## config.mk

```make
export PLATFORM = sky130hd
export DESIGN_NAME = serial_adder
export DESIGN_NICKNAME = d
export VERILOG_FILES = /design/src/rtl/serial_adder.sv
export SDC_FILE = /design/constraint.sdc
export NUM_CORES = 1
export LEC_CHECK = 0
export BUFFER_PORTS_ARGS = -buffer_cell sky130_fd_sc_hd__buf_2
export CORE_ASPECT_RATIO = 1.25
export CORE_MARGIN = 10
export CORE_UTILIZATION = 54
export CTS_CLUSTER_SIZE = 40
export DETAILED_ROUTE_END_ITERATION = 6
export GPL_TIMING_DRIVEN = 0
export PLACE_DENSITY = 0.77
export SKIP_CTS_REPAIR_TIMING = 1
export SLEW_MARGIN = 20
export SYNTH_ARGS = -nofsm -noshare
export SYNTH_HDL_FRONTEND = slang
export SYNTH_SLANG_ARGS = --single-unit
```

## constraint.sdc

```tcl
create_clock -name clk -period 1.8 [get_ports clk]
set_clock_uncertainty 0.15 [all_clocks]
set_input_delay 0.18 -clock clk [delete_from_list [all_inputs] [get_ports clk]]
set_output_delay 0.18 -clock clk [all_outputs]
set_load 0.02 [all_outputs]
```

## src/rtl/serial_adder.sv

```systemverilog
// Bit-serial unsigned adder: one sum bit per clock through a full-adder cell
// with a carry flip-flop. The result {c,s} is registered and held until the next completion.
module serial_adder #(
    parameter int unsigned WIDTH = 8
) (
    input  logic             clk,
    input  logic             rst,
    input  logic             start,
    input  logic [WIDTH-1:0] a,
    input  logic [WIDTH-1:0] b,
    output logic             busy,
    output logic             done,
    output logic [WIDTH-1:0] s,
    output logic             c
);

    localparam int unsigned CW = (WIDTH > 1) ? $clog2(WIDTH) : 1;

    localparam logic [0:0] IDLE  = 1'b0;
    localparam logic [0:0] SHIFT = 1'b1;

    logic [0:0]       r_state;
    logic [0:0]       w_state_nxt;
    logic [WIDTH-1:0] r_ra;
    logic [WIDTH-1:0] r_rb;
    logic [WIDTH-1:0] r_rs;
    logic             r_cy;
    logic [CW-1:0]    r_cnt;
    logic             r_busy;
    logic             r_done;
    logic [WIDTH-1:0] r_s;
    logic             r_c;

    logic             w_ha0_s;
    logic             w_ha0_c;
    logic             w_bit;
    logic             w_cy_nxt;
    logic             w_accept;
    logic             w_last;
    logic [WIDTH-1:0] w_rs_nxt;

    // Half-adder pair cascaded into a full adder; the second half-adder's carry merges into w_cy_nxt.
    assign w_ha0_s  = r_ra[0] ^ r_rb[0];
    assign w_ha0_c  = r_ra[0] & r_rb[0];
    assign w_bit    = w_ha0_s ^ r_cy;
    assign w_cy_nxt = w_ha0_c | (w_ha0_s & r_cy);

    assign w_accept = (r_state == IDLE) && start;
    assign w_last   = (r_state == SHIFT) && (r_cnt == CW'(WIDTH - 1));

    generate
        if (WIDTH == 1) begin : g_rs_w1
            assign w_rs_nxt = w_bit;
        end else begin : g_rs_wn
            assign w_rs_nxt = {w_bit, r_rs[WIDTH-1:1]};
        end
    endgenerate

    always_ff @(posedge clk or posedge rst) begin
        if (rst) begin
            r_state <= IDLE;
        end else begin
            r_state <= w_state_nxt;
        end
    end

    always_comb begin
        w_state_nxt = r_state;
        case (r_state)
            IDLE:    if (start)  w_state_nxt = SHIFT;
            SHIFT:   if (w_last) w_state_nxt = IDLE;
            default: w_state_nxt = IDLE;
        endcase
    end

    // Datapath and registered outputs; s/c only move on the completing edge.
    always_ff @(posedge clk or posedge rst) begin
        if (rst) begin
            r_ra   <= '0;
            r_rb   <= '0;
            r_rs   <= '0;
            r_cy   <= 1'b0;
            r_cnt  <= '0;
            r_busy <= 1'b0;
            r_done <= 1'b0;
            r_s    <= '0;
            r_c    <= 1'b0;
        end else begin
            r_done <= 1'b0;
            if (w_accept) begin
                r_ra   <= a;
                r_rb   <= b;
                r_rs   <= '0;
                r_cy   <= 1'b0;
                r_cnt  <= '0;
                r_busy <= 1'b1;
            end else if (r_state == SHIFT) begin
                r_ra  <= r_ra >> 1;
                r_rb  <= r_rb >> 1;
                r_rs  <= w_rs_nxt;
                r_cy  <= w_cy_nxt;
                r_cnt <= r_cnt + CW'(1);
                if (w_last) begin
                    r_s    <= w_rs_nxt;
                    r_c    <= w_cy_nxt;
                    r_done <= 1'b1;
                    r_busy <= 1'b0;
                end
            end
        end
    end

    assign busy = r_busy;
    assign done = r_done;
    assign s    = r_s;
    assign c    = r_c;

endmodule
```

==> impl_metrics.json <==
{
  "power.static_leakage_nw": 1.06,
  "drv_slew": 0,
  "finalWorstSetupSlack_ns": 0.143,
  "ir_drop_mv": 0.927,
  "post_layout_nonfiller_instances": 220,
  "antenna_violating_nets_post_route": 0,
  "die-height_um": 82.8,
  "hpwlAfterDp_um": 2550,
  "cts-htree-levels": 2,
  "total_nets_after_synthesis": 164,
  "grt_start_max_net_pins": 24,
  "cts.sinks": 39,
  "timing.setup.tns_ns": 0,
  "final_net_count": 205,
  "netlist_area_um2": 1700,
  "yosysMostFrequentCell": "sky130_fd_sc_hd__dfrtp_1",
  "seqPwrFrac": 0.440,
  "p_int_mw": 2.20,
  "final.fill_count": 229,
  "synth_edf_count": 0,
  "n_antenna_cell": 0,
  "design.die.area_um2": 5810,
  "synthTopCellsByArea": "sky130_fd_sc_hd__dfrtp_1 57%, sky130_fd_sc_hd__mux2i_1 9.4%, sky130_fd_sc_hd__mux2_4 7.1%",
  "fp.coreArea_um2": 2970,
  "synth_commonest_cells": "39 x sky130_fd_sc_hd__dfrtp_1, 23 x sky130_fd_sc_hd__o21ai_0, 22 x sky130_fd_sc_hd__nand2_1",
  "antenna_found_initial": 0,
  "worst_ep_required_time_ns": 1.88,
  "synthesis.area_per_instance_um2": 12.0,
  "tritoncts_clock_tree": "yes",
  "synth_top_cell_area_share": 0.573,
  "timing.max_cap.violations": 0,
  "synthToLayoutAreaGrowth_pct": 21.4,
  "synth.distinct_cells": 17,
  "num_io_pins": 30,
  "pre_cts_slack_ns": 0.155,
  "p_per_area_nw_per_um2": 1610,
  "unrepaired_setup_endpoints_after_global_routing": "false",
  "numPlacedInstances": 207,
  "tightestPinTransition_ns": 0.417,
  "vias_per_cell": 5.34,
  "power.share.combinational": 0.344,
  "failed_checks": "hold timing",
  "critPathLaunchType": "flop",
  "switching_share": 0.338,
  "run_status": "finished with violations",
  "total_power_mw": 3.32,
  "dr_total_vias": 1175,
  "clock_transition_at_path_regs_ns": 0.12,
  "synth-seq-cells": 39,
  "start_util": 0.573,
  "overflow": 0,
  "arrival_ns": 1.74,
  "grt_pass1_vias": 1270,
  "synth_seq_area_share": 0.573,
  "critPathKind": "flop to flop",
  "fin_crit_ns": 1.66,
  "wl_per_cell_um": 15.7,
  "finalWeightedCongestion": 0.763,
  "drive_above_1_share": 0.299,
  "maxSlewHeadroom": 0.722,
  "finalWirelength_um": 3460,
  "route.detailed.drc": 0,
  "cts_max_path_buffers": 2,
  "psw_mw": 1.12,
  "grt_first_pass_wirelength_um": 5820,
  "placement.cell_area_um2": 1920,
  "tritoncts.num_buffers": 5,
  "post-route-util": 0.695,
  "die_w_um": 70.2,
  "placement.io_buffers": 28,
  "synthCells": 142,
  "worstHoldPathType": "input port to flop",
  "async_reset_ff_frac": 1.00,
  "yosysWarnings": 0,
  "yosysTopAreaCell": "sky130_fd_sc_hd__dfrtp_1",
  "final-setup-viol-count": 0,
  "cell_chosen_for_the_clock_root": "sky130_fd_sc_hd__clkbuf_4",
  "final-hold-violation-count": 4,
  "critical_path.max_fanout": 10,
  "share_clk_of_total_power": 0.216,
  "grt_use_total": 0.124,
  "fin_area_um2": 2070,
  "final.hold.worst_slack_ns": -0.0167,
  "rows": 22,
  "max_clock_freq_ghz": 0.604,
  "crit_path_end_kind": "flop",
  "yosys_most_used_dff": "sky130_fd_sc_hd__dfrtp_1",
  "finalCritPeriodShare": 0.920,
  "drtPass1Iterations": 5,
  "detailedRoute.firstIterationViolations": 50,
  "worstSkewPairLatency_ns": 0.34
}
-- final cells by class --
type,count,area (um2),share of cell area
multi-input cells,90,646,0.312
clock buffers,6,41.3,0.0200
clock inverters,2,60.1,0.0291
well taps,36,45.0,0.0218
plain buffers,10,70.1,0.0339
repair buffers,34,218,0.105
inverters,3,11.3,0.00545
flip-flops and latches,39,976,0.472
-- critical path, stage by stage, from the launching register on --
cell and delay [ns]:
sky130_fd_sc_hd__dfrtp_1 0.41, sky130_fd_sc_hd__ha_1 0.22, sky130_fd_sc_hd__ha_1 0.20, sky130_fd_sc_hd__nand2_2 0.08, sky130_fd_sc_hd__buf_6 0.17, sky130_fd_sc_hd__mux2_4 0.31
-- per-layer routing --
| layer | vias to the layer above | GRT usage | wire (um) |
|---|---|---|---|
| met5 | - | 0 | 0 |
| met4 | 0 | 0.0514 | 44 |
| met3 | 6 | 0.0464 | 226 |
| met2 | 33 | 0.221 | 1790 |
| met1 | 579 | 0.130 | 1400 |
| li1 | 557 | - | - |
-- power by group through the flow --
stage / Combinational (mW) / Clock [mW] / Sequential (mW)
finish: 1.14 / 0.718 / 1.46
global placement: 1.10 / 0 / 1.46
CTS: 1.16 / 0.729 / 1.46
detailed placement: 1.15 / 0 / 1.48
global route: 1.29 / 0.772 / 1.50
floorplan: 0.693 / 0 / 1.57
-- registers in the layout (all words and copies together) (netlist names) --
register and flops:
r_ra 8, r_rb 8, s 8, r_rs 7, r_cnt 3, busy 1, c 1, done 1
r_cy 1, r_state 1
-- worst paths after layout --
path                            cells after the start  slack [ns]     start       to
worst max-delay path                                5        0.14  r_cnt[0]     s[5]
worst min-delay path                                3       -0.02      a[0]  r_ra[0]
worst max register to register                      5        0.14  r_cnt[0]     s[5]
worst min register to register                      2        0.35   r_rb[1]  r_rb[0]
max in group asynchronous                           4        0.83       rst  r_rs[5]
min in group asynchronous                           3        0.20       rst  r_ra[6]
-- layout by cell type (no fill, tap or decap), types with 4 or more instances in the layout --
master	Yosys	routed
sky130_fd_sc_hd__buf_2	2	30
sky130_fd_sc_hd__clkbuf_1	3	4
sky130_fd_sc_hd__clkbuf_4	0	5
sky130_fd_sc_hd__dfrtp_1	39	39
sky130_fd_sc_hd__dlygate4sd3_1	0	5
sky130_fd_sc_hd__mux2_4	8	8
sky130_fd_sc_hd__mux2i_1	16	16
sky130_fd_sc_hd__nand2_1	22	22
sky130_fd_sc_hd__nand2b_1	9	9
sky130_fd_sc_hd__o21ai_0	23	23
-- logic make-up after synthesis --
kind of cell / after synthesis / share of synthesized area
mux: 26 / 0.178
buf+inv: 13 / 0.0478
compound gates: 26 / 0.0830
simple gates: 35 / 0.0918
flops: 39 / 0.573
fa+ha+maj: 3 / 0.0264
No activity file was read; power rests on OpenSTA's default activity.
